### config.mk
export PLATFORM = sky130hd
export DESIGN_NAME = vga_timing_gen_flat
export DESIGN_NICKNAME = d
export VERILOG_FILES = /design/src/rtl/vga_timing_gen_if.sv /design/src/rtl/vga_timing_gen.sv /design/src/flat_wrapper.sv
export SDC_FILE = /design/constraint.sdc
export NUM_CORES = 1
export LEC_CHECK = 0
export BUFFER_PORTS_ARGS = -buffer_cell sky130_fd_sc_hd__buf_2
export CORE_MARGIN = 2
export CORE_UTILIZATION = 50
export CTS_BUF_LIST = sky130_fd_sc_hd__clkbuf_16
export DETAILED_ROUTE_END_ITERATION = 7
export GPL_TIMING_DRIVEN = 0
export PLACE_DENSITY = 0.69
export SLEW_MARGIN = 30
export SYNTH_ARGS = -nofsm -noshare
export SYNTH_HDL_FRONTEND = slang
export SYNTH_SLANG_ARGS = --single-unit
### constraint.sdc
create_clock -name clk -period 3.95 [get_ports clk]
set_input_delay 0.1975 -clock clk [delete_from_list [all_inputs] [get_ports clk]]
set_output_delay 0.1975 -clock clk [all_outputs]
set_load 0.03 [all_outputs]
### src/rtl/vga_timing_gen_if.sv
// Raster timing bundle carried from vga_timing_gen to the overlay stage and the DAC.
// The master modport drives the pointers, syncs and strobes; consumers use the slave modport.
interface vga_timing_gen_if;
  logic [9:0] abs_ptrR;
  logic [9:0] abs_ptrC;
  logic       hsync;
  logic       vsync;
  logic       display_en;
  logic       pix_stb;
  logic       line_start;
  logic       frame_start;

  modport master (
    output abs_ptrR, abs_ptrC, hsync, vsync,
    output display_en, pix_stb, line_start, frame_start
  );

  modport slave (
    input abs_ptrR, abs_ptrC, hsync, vsync,
    input display_en, pix_stb, line_start, frame_start
  );
endinterface

### src/rtl/vga_timing_gen.sv
// vga_timing_gen: free-running raster timing source (640x480 @ 800x525 by default).
// Horizontal/vertical counters are decoded into registered pointers, syncs, display
// enable and pixel/line/frame strobes, all with the same 1-clk counter-to-output latency.
// Optional build macro VGA_PIX_DIV2_EN: each pixel is held for two clks, with the
// counters advancing only every other clk.
module vga_timing_gen #(
  parameter int H_ACTIVE = 640,
  parameter int H_FP     = 16,
  parameter int H_SYNC   = 96,
  parameter int H_BP     = 48,
  parameter int V_ACTIVE = 480,
  parameter int V_FP     = 10,
  parameter int V_SYNC   = 2,
  parameter int V_BP     = 33,
  parameter bit SYNC_POL = 1'b0
) (
  input  logic              clk,
  input  logic              rst_b,
  vga_timing_gen_if.master  vga
);

  localparam int H_TOTAL = H_ACTIVE + H_FP + H_SYNC + H_BP;
  localparam int V_TOTAL = V_ACTIVE + V_FP + V_SYNC + V_BP;

  localparam logic [9:0] H_LAST       = 10'(H_TOTAL - 1);
  localparam logic [9:0] V_LAST       = 10'(V_TOTAL - 1);
  localparam logic [9:0] H_ACT_END    = 10'(H_ACTIVE);
  localparam logic [9:0] V_ACT_END    = 10'(V_ACTIVE);
  localparam logic [9:0] H_SYNC_START = 10'(H_ACTIVE + H_FP);
  localparam logic [9:0] H_SYNC_END   = 10'(H_ACTIVE + H_FP + H_SYNC);
  localparam logic [9:0] V_SYNC_START = 10'(V_ACTIVE + V_FP);
  localparam logic [9:0] V_SYNC_END   = 10'(V_ACTIVE + V_FP + V_SYNC);

  logic [9:0] r_hCnt;
  logic [9:0] r_vCnt;
  logic       w_adv;
  logic       w_newPix;
  logic       w_hWrap;
  logic       w_vWrap;

  logic       w_hsyncAct;
  logic       w_vsyncAct;
  logic       w_displayEn;
  logic       w_lineStart;
  logic       w_frameStart;

  logic [9:0] r_ptrR;
  logic [9:0] r_ptrC;
  logic       r_hsync;
  logic       r_vsync;
  logic       r_displayEn;
  logic       r_pixStb;
  logic       r_lineStart;
  logic       r_frameStart;

`ifdef VGA_PIX_DIV2_EN
  logic r_phase;

  // Pixel-rate divider: counters advance on odd clks, so the counter value being decoded
  // is fresh whenever the phase is 0 (including the very first clk after reset).
  always_ff @(posedge clk or negedge rst_b) begin
    if (!rst_b) begin
      r_phase <= 1'b0;
    end else begin
      r_phase <= ~r_phase;
    end
  end

  assign w_adv    = r_phase;
  assign w_newPix = ~r_phase;
`else
  assign w_adv    = 1'b1;
  assign w_newPix = 1'b1;
`endif

  assign w_hWrap = (r_hCnt == H_LAST);
  assign w_vWrap = (r_vCnt == V_LAST);

  // Raster counters: column wraps at the end of each line, row steps only on that wrap.
  always_ff @(posedge clk or negedge rst_b) begin
    if (!rst_b) begin
      r_hCnt <= '0;
      r_vCnt <= '0;
    end else if (w_adv) begin
      if (w_hWrap) begin
        r_hCnt <= '0;
        r_vCnt <= w_vWrap ? '0 : r_vCnt + 10'd1;
      end else begin
        r_hCnt <= r_hCnt + 10'd1;
      end
    end
  end

  // Decode the current counter position into the next values of the registered outputs.
  always_comb begin
    w_hsyncAct   = 1'b0;
    w_vsyncAct   = 1'b0;
    w_displayEn  = 1'b0;
    w_lineStart  = 1'b0;
    w_frameStart = 1'b0;
    w_hsyncAct   = (r_hCnt >= H_SYNC_START) && (r_hCnt < H_SYNC_END);
    w_vsyncAct   = (r_vCnt >= V_SYNC_START) && (r_vCnt < V_SYNC_END);
    w_displayEn  = (r_hCnt < H_ACT_END) && (r_vCnt < V_ACT_END);
    w_lineStart  = w_newPix && (r_hCnt == 10'd0);
    w_frameStart = w_lineStart && (r_vCnt == 10'd0);
  end

  // Output registers: reloaded every clk so all outputs stay mutually aligned.
  always_ff @(posedge clk or negedge rst_b) begin
    if (!rst_b) begin
      r_ptrR       <= '0;
      r_ptrC       <= '0;
      r_hsync      <= ~SYNC_POL;
      r_vsync      <= ~SYNC_POL;
      r_displayEn  <= 1'b0;
      r_pixStb     <= 1'b0;
      r_lineStart  <= 1'b0;
      r_frameStart <= 1'b0;
    end else begin
      r_ptrR       <= r_vCnt;
      r_ptrC       <= r_hCnt;
      r_hsync      <= w_hsyncAct ? SYNC_POL : ~SYNC_POL;
      r_vsync      <= w_vsyncAct ? SYNC_POL : ~SYNC_POL;
      r_displayEn  <= w_displayEn;
      r_pixStb     <= w_newPix;
      r_lineStart  <= w_lineStart;
      r_frameStart <= w_frameStart;
    end
  end

  assign vga.abs_ptrR    = r_ptrR;
  assign vga.abs_ptrC    = r_ptrC;
  assign vga.hsync       = r_hsync;
  assign vga.vsync       = r_vsync;
  assign vga.display_en  = r_displayEn;
  assign vga.pix_stb     = r_pixStb;
  assign vga.line_start  = r_lineStart;
  assign vga.frame_start = r_frameStart;

endmodule

### src/flat_wrapper.sv
// flat-port wrapper written by rule: the top's interface ports become plain ports
module vga_timing_gen_flat 
#(
  parameter int H_ACTIVE = 640,
  parameter int H_FP     = 16,
  parameter int H_SYNC   = 96,
  parameter int H_BP     = 48,
  parameter int V_ACTIVE = 480,
  parameter int V_FP     = 10,
  parameter int V_SYNC   = 2,
  parameter int V_BP     = 33,
  parameter bit SYNC_POL = 1'b0
)
  (clk, rst_b, vga_abs_ptrR, vga_abs_ptrC, vga_hsync, vga_vsync, vga_display_en, vga_pix_stb, vga_line_start, vga_frame_start);
  vga_timing_gen_if vga_i ();
  input  logic clk;
  input  logic rst_b;
  output wire logic [$bits(vga_i.abs_ptrR)-1:0] vga_abs_ptrR;
  output wire logic [$bits(vga_i.abs_ptrC)-1:0] vga_abs_ptrC;
  output wire logic [$bits(vga_i.hsync)-1:0] vga_hsync;
  output wire logic [$bits(vga_i.vsync)-1:0] vga_vsync;
  output wire logic [$bits(vga_i.display_en)-1:0] vga_display_en;
  output wire logic [$bits(vga_i.pix_stb)-1:0] vga_pix_stb;
  output wire logic [$bits(vga_i.line_start)-1:0] vga_line_start;
  output wire logic [$bits(vga_i.frame_start)-1:0] vga_frame_start;
  assign vga_abs_ptrR = vga_i.abs_ptrR;
  assign vga_abs_ptrC = vga_i.abs_ptrC;
  assign vga_hsync = vga_i.hsync;
  assign vga_vsync = vga_i.vsync;
  assign vga_display_en = vga_i.display_en;
  assign vga_pix_stb = vga_i.pix_stb;
  assign vga_line_start = vga_i.line_start;
  assign vga_frame_start = vga_i.frame_start;
  vga_timing_gen #(.H_ACTIVE(H_ACTIVE), .H_FP(H_FP), .H_SYNC(H_SYNC), .H_BP(H_BP), .V_ACTIVE(V_ACTIVE), .V_FP(V_FP), .V_SYNC(V_SYNC), .V_BP(V_BP), .SYNC_POL(SYNC_POL)) u_core (.clk(clk), .rst_b(rst_b), .vga(vga_i));
endmodule
### Word-level counts from Yosys, hierarchy flattened

Index checks and enable logic that the tools add are counted.

* add/subtract/negate cells: 2
* magnitude comparators: 6
* equality and inequality tests: 2
* mux-type cells: 4
* reductions and logical operators: 6

Operators with widths (number)
* adder 10 x 1 -> 10 bit (second input constant): 2
* == test 10 bit (second input constant): 2
* zero test 10 bit: 2
* < comparator 10 bit (second input constant): 2
* < comparator 10 x 9 -> 1 bit (second input constant): 2
* 2-to-1 mux 10 bit: 2
* greater-or-equal comparator 10 bit (second input constant): 1
* greater-or-equal comparator 10 x 9 -> 1 bit (second input constant): 1
* logical AND 1 bit: 4
* 2-to-1 mux 1 bit: 2

* bits in registers: 46

### Longest topological paths before layout

Gate-level depths: netlist (run 1).

* word-level depth: 3
* gate-level depth with buffers: 6
* depth with buffers taken out: 6

### Worst setup path after synthesis (run 1)

Ideal clock, no wire load.

* path type: reg2reg
* start: register u_core.r_hCnt[5]
* end: register u_core.r_vCnt[9]
* library setup time: 0.132 ns
* data arrival time: 1.783 ns
* path slack: 2.036 ns
* cell stages (with the launch flop): 5
* buffers on the path: 0
* clock period less this slack: 1.914 ns
* cells stage by stage: dfrtp_1 -> or4b_4 -> or3_4 -> o41ai_2 -> a21oi_1

* longest elaborated chain between the ends: 1

RTL lines
* start, declared: RTL line vga_timing_gen.sv:34 `logic [9:0] r_hCnt;`
* start signal, assigned: RTL line vga_timing_gen.sv:89 `r_hCnt <= r_hCnt + 10'd1;`
* == test 10 bit: RTL line vga_timing_gen.sv:76 `assign w_hWrap = (r_hCnt == H_LAST);`
* end signal, assigned: RTL line vga_timing_gen.sv:87 `r_vCnt <= w_vWrap ? '0 : r_vCnt + 10'd1;`
* end, declared: RTL line vga_timing_gen.sv:35 `logic [9:0] r_vCnt;`

No other way between the ends.
A chain may end at the register's enable or synchronous reset.

### Worst setup path in the final report (run 1)

Same ends and word-level chain as after synthesis.

==> out/metrics.yaml, run 1 <==
grt_max_degree: 47
final_common_cell: "dfrtp_1"
status: "completed"
hp-class: "reg2reg"
post_cts_buffers: 0
avgRoutedWirePerCell_um: 13.1
routed_wl_um: 2900
synth-edff-count: 0
clkLatencyLatePin_ns: 0.28
vias: 1171
power_switching_w: 0.000170
portBuffers: 27
insertedDiodeCount: 0
dp_cells: 213
crit_start: "u_core.r_hCnt[5]"
path_cells: "or4b_4 > or3_4 > o41ai_2 > a21oi_1"
track_usage: 0.168
yosys_most_used_dff: "dfrtp_1"
internal_power_w: 0.000769
p_clk_frac: 0.485
hold_viol_final: 0
cts_buffer_depth: 2
area_delta_synth_final_pct: 21.0
yosysWarnings: 0
ys_seq_elements: 46
ys_seq_area_frac: 0.653
gp_congestion: 0.844
placementRows: 21
fin_crit_ns: 2.08
root_buffer: "clkbuf_16"
core_um2: 3360
dieArea_um2: 4030
rsz0062_at_grt: "no"
hold-worst-slack_ns: 0.385
grt_pass1_wl_um: 5140
avgViaCountPerCell: 5.27
drc_errors: 0
ys_async_sr_fraction: 1.00
slew_viol_final: 0
cts_sinks: 46
power_density_nw_per_um2: 439
cp_top_family: "simple AND/OR/NAND/NOR gates"
antenna_found_initial: 0
fin_skew_ns: 0.00423
cts.repair.resized: 0
leakage_nw: 1.06
cp.arrival_ns: 2.23
nets: 181
stdcell_count: 222
slowest_stage: "or4b_4"
synthesis.area_um2: 1770
avgSynthCellArea_um2: 12.6
cts_hold_buf: 0
drive_gt1_frac: 0.256
slowest_delay_ns: 0.61
pin_count: 28
peakVddDrop_uv: 254
final_antenna_net_count: 0
path_clk_slew_ns: 0.06
initial_utilization: 0.526
min-delay-start: "u_core.r_vCnt[2]"
sequentialPowerShare: 0.503
synth_cell_types: 35
setup_viol: 0
worstMarginPinSlew_ns: 0.606
drtIter0Drc: 71
syn_nets: 146
timing.slew.headroom: 0.594
drv_cap: 0
crit_type: "reg2reg"
cts_htree_levels: 2
grt_overflow: 0
period_share: 0.526
worst_setup_path_start_kind: "register"
worstReg2RegStart: "u_core.r_hCnt[5]"
timing.fmax_mhz: 481
crit_required_ns: 4.10
grt_pass1_vias: 1123
final_cell_mix: "44 x dfrtp_1, 26 x buf_2, 14 x nand3_1"
critPathMaxFanout: 8
tns_ns: 0
p_sw_frac: 0.181
cts_inserted_buffers: 5
syn_inst: 140
die_h_um: 63.5
cp_num_buf_inv: 0
die_x_um: 63.5
p_comb_frac: 0.012
hpwl_um: 1970
worstSetupEndpointType: "register"
cts_tree: "built"
dr.pass1.iters: 4
finalPower_w: 0.000939
[synth_stat cells, drive strengths merged, types with 2 or more instances]
cell,count,area share
a21oi,2,0.0057
dfrtp,44,0.62
and4,2,0.0099
dfstp,2,0.030
nand3,14,0.040
nor4,4,0.023
nand4,5,0.018
nand2,6,0.013
xnor2,6,0.030
and3,5,0.018
and2,2,0.0078
nor3,2,0.0085
or3,4,0.018
o21ai,8,0.023
nor2,9,0.019
inv,6,0.013
xor2,4,0.020
ha,4,0.028
[state kept, by name, indices dropped and copies added, names as in the netlist]
register,flops
u_core.r_hCnt,10
u_core.r_vCnt,10
u_core.vga.abs_ptrC,10
u_core.vga.abs_ptrR,10
u_core.vga.display_en,1
u_core.vga.frame_start,1
u_core.vga.hsync,1
u_core.vga.line_start,1
u_core.vga.pix_stb,1
u_core.vga.vsync,1
[through the flow]
step	utilization	setup WS (ns)	area, um^2
after floorplan	-	2.04	1770
after global placement	0.583	1.92	1960
after detailed placement	0.583	1.87	1960
after CTS	0.632	1.85	2130
after global routing	0.636	1.71	2140
final	0.636	1.87	2140
[logic make-up after synthesis]
kind of cell	share of synthesized area
AND/OR/NAND/NOR	0.205
flip-flops	0.653
AO/OA/AOI/OAI	0.0460
XOR/XNOR	0.0495
buffers and inverters	0.0170
adder cells (fa/ha/maj)	0.0283
other	0.00212
[path summary, 6_finish.rpt]
path	endpoint	slack (ns)	cells past startpoint
hold reg to reg	u_core.vga.abs_ptrR[2]	0.38	0
hold / removal	u_core.vga.abs_ptrR[2]	0.38	0
setup reg to reg	u_core.r_vCnt[9]	1.87	4
setup / recovery	u_core.r_vCnt[9]	1.87	4
max in group asynchronous	u_core.vga.vsync	3.13	2
min in group asynchronous	u_core.r_hCnt[7]	0.44	2
[final cells by class]
cell class,count,area [um^2]
multi-input combinational,87,584
buffer,1,7.51
fill,286,1220
inverter,6,22.5
tap,46,57.6
clock inverter,3,41.3
timing repair buffer,28,148
clock buffer,5,125
sequential,46,1150
[worst reg2reg max path: stages (launching register included)]
cell and delay (ns):
dfrtp_1 0.46, or4b_4 0.61, or3_4 0.39, o41ai_2 0.37, a21oi_1 0.12
[power groups by stage]
stage | Sequential, W | Clock, W | Combinational, W
finish | 0.000472 | 0.000456 | 0.0000113
CTS | 0.000472 | 0.000466 | 0.0000112
detailed placement | 0.000480 | 0 | 0.0000111
global route | 0.000472 | 0.000492 | 0.0000134
floorplan | 0.000482 | 0 | 0.0000000825
global placement | 0.000480 | 0 | 0.0000107
[metal layers]
layer / share of wire / vias up / global-route usage
met5: 0 / - / 0
met4: 0.025 / 0 / 0.0734
met3: 0.060 / 11 / 0.0554
met2: 0.44 / 41 / 0.254
met1: 0.47 / 563 / 0.222
li1: - / 556 / -
(Power assumes the default switching activity.)
==> run 2, diff against run 1 <==
==> constraint.sdc (replaced) <==
create_clock -name clk -period 2 [get_ports clk]
set_input_delay 0.1 -clock clk [delete_from_list [all_inputs] [get_ports clk]]
set_output_delay 0.1 -clock clk [all_outputs]
set_load 0.03 [all_outputs]
==> out/metrics.yaml, run 2 (same netlist as run 1, synthesis figures left out) <==
drive_gt1_frac: 0.300  # +0.0443
pin_count: 28  # unchanged
slew_viol_final: 0  # unchanged
core_um2: 3360  # unchanged
final_common_cell: "dfrtp_1"
cts_sinks: 46  # unchanged
worst_setup_path_start_kind: "register"
placed_area_um2: 1960  # unchanged
dr.pass1.iters: 4  # unchanged
setup_viol: 0  # unchanged
gp_congestion: 0.844  # unchanged
avgViaCountPerCell: 5.17  # -1.9%
drc_errors: 0  # unchanged
drtIter0Drc: 71  # unchanged
dieArea_um2: 4030  # unchanged
worstMarginPinSlew_ns: 0.536  # -0.0702 ns
worstSetupEndpointType: "register"
tns_ns: 0  # unchanged
clkLatencyLatePin_ns: 0.28  # about the same
cts_inserted_buffers: 5  # unchanged
fin_crit_ns: 1.95  # -0.126 ns
peakVddDrop_uv: 504  # +98%
antenna_found_initial: 0  # unchanged
cts_tree: "built"
grt_overflow: 0  # unchanged
status: "completed"
grt_max_degree: 47  # unchanged
avgRoutedWirePerCell_um: 13.1  # +0.12%
final_cell_area_um2: 2190  # +2.2%
hold_viol_final: 0  # unchanged
timing.slew.headroom: 0.643  # +0.0490
path_clk_slew_ns: 0.06  # about the same
track_usage: 0.168  # +0.000452
hold-worst-slack_ns: 0.343  # -0.0414 ns
final_antenna_net_count: 0  # unchanged
grt_pass1_wl_um: 5150  # +0.27%
leakage_nw: 1.09  # +3.1%
hp-class: "in2async"
vias: 1169  # -0.17%
insertedDiodeCount: 0  # unchanged
rsz0062_at_grt: "yes"
root_buffer: "clkbuf_16"
routed_wl_um: 2960  # +1.9%
crit_required_ns: 2.16  # -1.94 ns
drv_cap: 0  # unchanged
grt_pass1_vias: 1128  # +0.45%
die_x_um: 63.5  # unchanged
die_h_um: 63.5  # unchanged
period_share: 0.976  # +0.450
critPathMaxFanout: 6  # -2
initial_utilization: 0.526  # unchanged
power_density_nw_per_um2: 850  # +94%
final_cell_mix: "40 x dfrtp_1, 26 x buf_2, 13 x nand3_1"
portBuffers: 27  # unchanged
fin_skew_ns: 0.00377  # -0.000456 ns
finalPower_w: 0.00186  # +98%
timing.fmax_mhz: 512  # +6.4%
crit_type: "reg2reg"
cts_buffer_depth: 2  # unchanged
hpwl_um: 1970  # unchanged
area_delta_synth_final_pct: 23.6
cts_htree_levels: 2  # unchanged
nets: 185  # +2.2%
cp.arrival_ns: 2.11  # -0.12 ns
placementRows: 21  # unchanged
run 2: changes by cell type in the layout (fill, tap and decap cells not counted):
cell	before	now
nor3_4	0	1
nand3_2	0	1
buf_4	2	6
dfrtp_1	44	40
nand3_1	14	13
nor3_2	1	0
dfrtp_2	0	4
run 2: final cells by class:
class / instances / area (um^2)
Buffer: 1 / 7.51
Fill cell: 279 / 1180
Timing Repair Buffer: 32 / 178
Clock inverter: 3 / 41.3
Inverter: 6 / 22.5
Multi-Input combinational cell: 87 / 596
Tap cell: 46 / 57.6
Clock buffer: 5 / 125
Sequential cell: 46 / 1160
run 2: worst max-delay path: stages (launching register included):
cell     delay, ns
dfrtp_2       0.40
or4b_4        0.59
or3_4         0.39
o41ai_2       0.34
a21oi_1       0.10
run 2: repair_timing:
item | 4_1_cts | 5_1_grt
setup endpoints to repair | 2 | 2
gates resized for setup | 3 | 3
pin swaps | 1 | 0
hold buffers | 0 | 1
endpoints found under the hold margin | 0 | 44
setup buffers | 1 | 3
run 2: worst paths after layout:
check	from	end	slack, ns	depth (start not counted)
setup / recovery	u_core.r_hCnt[6]	u_core.r_vCnt[9]	0.05	4
hold / removal	rst_b	u_core.vga.abs_ptrC[5]	0.34	2
setup reg to reg	u_core.r_hCnt[6]	u_core.r_vCnt[9]	0.05	4
hold reg to reg	u_core.r_vCnt[2]	u_core.vga.abs_ptrR[2]	0.38	0
max in group asynchronous	rst_b	u_core.r_hCnt[4]	1.26	2
min in group clk	u_core.r_vCnt[2]	u_core.vga.abs_ptrR[2]	0.38	0
run 2: per-layer routing:
metal / GRT usage / vias up / part of all wire
met3: 0.0554 / 9 / 0.058
met2: 0.254 / 35 / 0.45
met5: 0 / - / 0
li1: - / 564 / -
met1: 0.223 / 561 / 0.47
met4: 0.0734 / 0 / 0.023
run 2: metrics by stage:
step                      setup slack (ns)  instances  utilization
after floorplan                     0.0857        140            -
after global placement             -0.0317        213        0.583
after detailed placement           -0.0791        213        0.583
after CTS                          0.00837        222        0.637
after global routing               -0.0103        226        0.650
final                               0.0476        226        0.650
run 2: report_power, final:
group,total [W],leakage (nW),internal [W],switching (W)
logic,0.0000223,0.410,0.00000328,0.0000190
clock network,0.000903,0.0812,0.000584,0.000319
registers,0.000932,0.600,0.000932,0.000000184
total,0.00186,1.09,0.00152,0.000338
==> run 3, diff against run 2 <==
==> constraint.sdc (replaced) <==
create_clock -name clk -period 1.96 [get_ports clk]
set_input_delay 0.098 -clock clk [delete_from_list [all_inputs] [get_ports clk]]
set_output_delay 0.098 -clock clk [all_outputs]
set_load 0.03 [all_outputs]
==> out/metrics.yaml, run 3 (same netlist as run 1, synthesis figures left out) <==
status: "complete, but fails checks"
violations: "setup timing"
avgViaCountPerCell: 5.24  # +1.3%
crit_required_ns: 2.12  # -0.04 ns
dp_cells: 213  # unchanged
gp_congestion: 0.844  # unchanged
fin_skew_ns: 0.00459  # +0.000820 ns
grt_pass1_vias: 1138  # +0.89%
fin_util: 0.659  # +0.00893
hold_viol_final: 0  # unchanged
tns_ns: -0.0000673  # -0.0000673 ns
slew_viol_final: 0  # unchanged
portBuffers: 27  # unchanged
avgRoutedWirePerCell_um: 13.4  # +2.0%
timing.fmax_mhz: 510  # -0.39%
routed_wl_um: 3070  # +3.8%
path_clk_slew_ns: 0.06  # about the same
hp-class: "in2async"
antenna_found_initial: 0  # unchanged
cts_htree_levels: 2  # unchanged
crit_start: "u_core.r_hCnt[5]"
pin_count: 28  # unchanged
rsz0062_at_grt: "yes"
root_buffer: "clkbuf_16"
fillers: 275  # -1.4%
crit_type: "reg2reg"
routed-wl-met3_um: 181  # +4.6%
drtIter0Drc: 55  # -23%
cts_sinks: 46  # unchanged
core_um2: 3360  # unchanged
final_common_cell: "dfrtp_1"
critPathMaxFanout: 6  # unchanged
peakVddDrop_uv: 511  # +1.5%
regToRegSetupSlack_ns: -0.00007  # -0.05 ns
placementRows: 21  # unchanged
grt_max_degree: 47  # unchanged
initial_utilization: 0.526  # unchanged
drive_gt1_frac: 0.315  # +0.0152
slowest_stage: "or4b_4"
dieArea_um2: 4030  # unchanged
dr.pass1.iters: 4  # unchanged
slowest_delay_ns: 0.55  # -0.04 ns
final_cell_mix: "40 x dfrtp_1, 26 x buf_2, 13 x nand3_1"
drv_cap: 0  # unchanged
hpwl_um: 1970  # unchanged
cts_tree: "built"
top_layer_used: "met4"
fin_ws_ns: -0.0000673  # -0.0477 ns
clkLatencyLatePin_ns: 0.28  # about the same
cp.arrival_ns: 2.12  # about the same
worst_setup_path_start_kind: "register"
nets: 189  # +2.2%
grt_pass1_wl_um: 5210  # +1.1%
cp_top_family: "simple AND/OR/NAND/NOR gates"
area_delta_synth_final_pct: 25.3
cts_inserted_buffers: 5  # unchanged
path_cells: "or4b_4 > or3_4 > o41ai_2 > a21oi_1"
hold-worst-slack_ns: 0.342  # -0.00121 ns
grt_overflow: 0  # unchanged
power_density_nw_per_um2: 856  # +0.73%
die_x_um: 63.5  # unchanged
met1_length_um: 1450  # +5.0%
vias: 1205  # +3.1%
timing.slew.headroom: 0.642  # about the same
final_antenna_net_count: 0  # unchanged
period_share: 1.00  # +0.0238
worstMarginPinSlew_ns: 0.537  # +0.000439 ns
insertedDiodeCount: 0  # unchanged
place_ws_ns: -0.119  # -0.0400 ns
routed-wl-met2_um: 1360  # +1.3%
stdcell_count: 230  # +1.8%
cp_num_buf_inv: 0  # unchanged
leakage_nw: 1.11  # +1.8%
worstReg2RegStart: "u_core.r_hCnt[5]"
cts_buffer_depth: 2  # unchanged
fin_crit_ns: 1.96  # +0.00767 ns
track_usage: 0.170  # +0.00155
worstSetupEndpointType: "register"
die_h_um: 63.5  # unchanged
drc_errors: 0  # unchanged
setup_viol: 1  # +1
-- run 3: changes by cell type in the layout (fill, tap and decap cells not counted) --
cell	delta
buf_4	+4
-- run 3: what timing repair did --
action / CTS / global route
endpoints found under the hold margin: 0 / 44
setup endpoints to repair: 3 / 6
gates resized for setup: 5 / 1
pin swaps: 1 / 4
hold buffers: 0 / 1
gates cloned: 0 / 0
setup buffers: 3 / 5
-- run 3: worst reg2reg max path: stages, from the launching register on --
cell	delay (ns)
dfrtp_2	0.40
or4b_4	0.55
or3_4	0.44
o41ai_2	0.34
a21oi_1	0.10
-- run 3: area by class of cell --
class                      instances  area [um^2]  share of cell area
clock inverter                     3         41.3              0.0186
tap                               46         57.6              0.0260
sequential                        46         1160               0.523
timing repair buffer              36          208              0.0937
clock buffer                       5          125              0.0565
buffer                             1         7.51             0.00339
inverter                           6         22.5              0.0102
multi-input combinational         87          596               0.269
-- run 3: power breakdown --
part | switching [W] | internal (W) | leakage [nW]
Clock | 0.000327 | 0.000596 | 0.0812
Combinational | 0.0000194 | 0.00000335 | 0.429
Sequential | 0.000000188 | 0.000951 | 0.600
Total | 0.000346 | 0.00155 | 1.11
-- run 3: path summary, 6_finish.rpt --
| kind | endpoint | depth (start not counted) |
|---|---|---|
| max in group asynchronous | u_core.r_hCnt[4] | 2 |
| hold reg to reg | u_core.vga.abs_ptrR[2] | 0 |
| setup / recovery | u_core.r_vCnt[9] | 4 |
| setup reg to reg | u_core.r_vCnt[9] | 4 |
| min in group clk | u_core.vga.abs_ptrR[2] | 0 |
| hold / removal | u_core.vga.abs_ptrC[5] | 2 |
-- run 3: per-layer routing --
layer	vias to the layer above	GRT usage
met5	-	0
met4	0	0.0734
met3	11	0.0554
met2	42	0.251
met1	580	0.230
li1	572	-
-- run 3: through the flow --
stage          area, um^2  power, W
3_5_place_dp         1960  0.000991
4_1_cts              2160   0.00191
3_3_place_gp         1960  0.000990
5_1_grt              2220   0.00196
6_report             2220   0.00190
2_1_floorplan        1770  0.000971
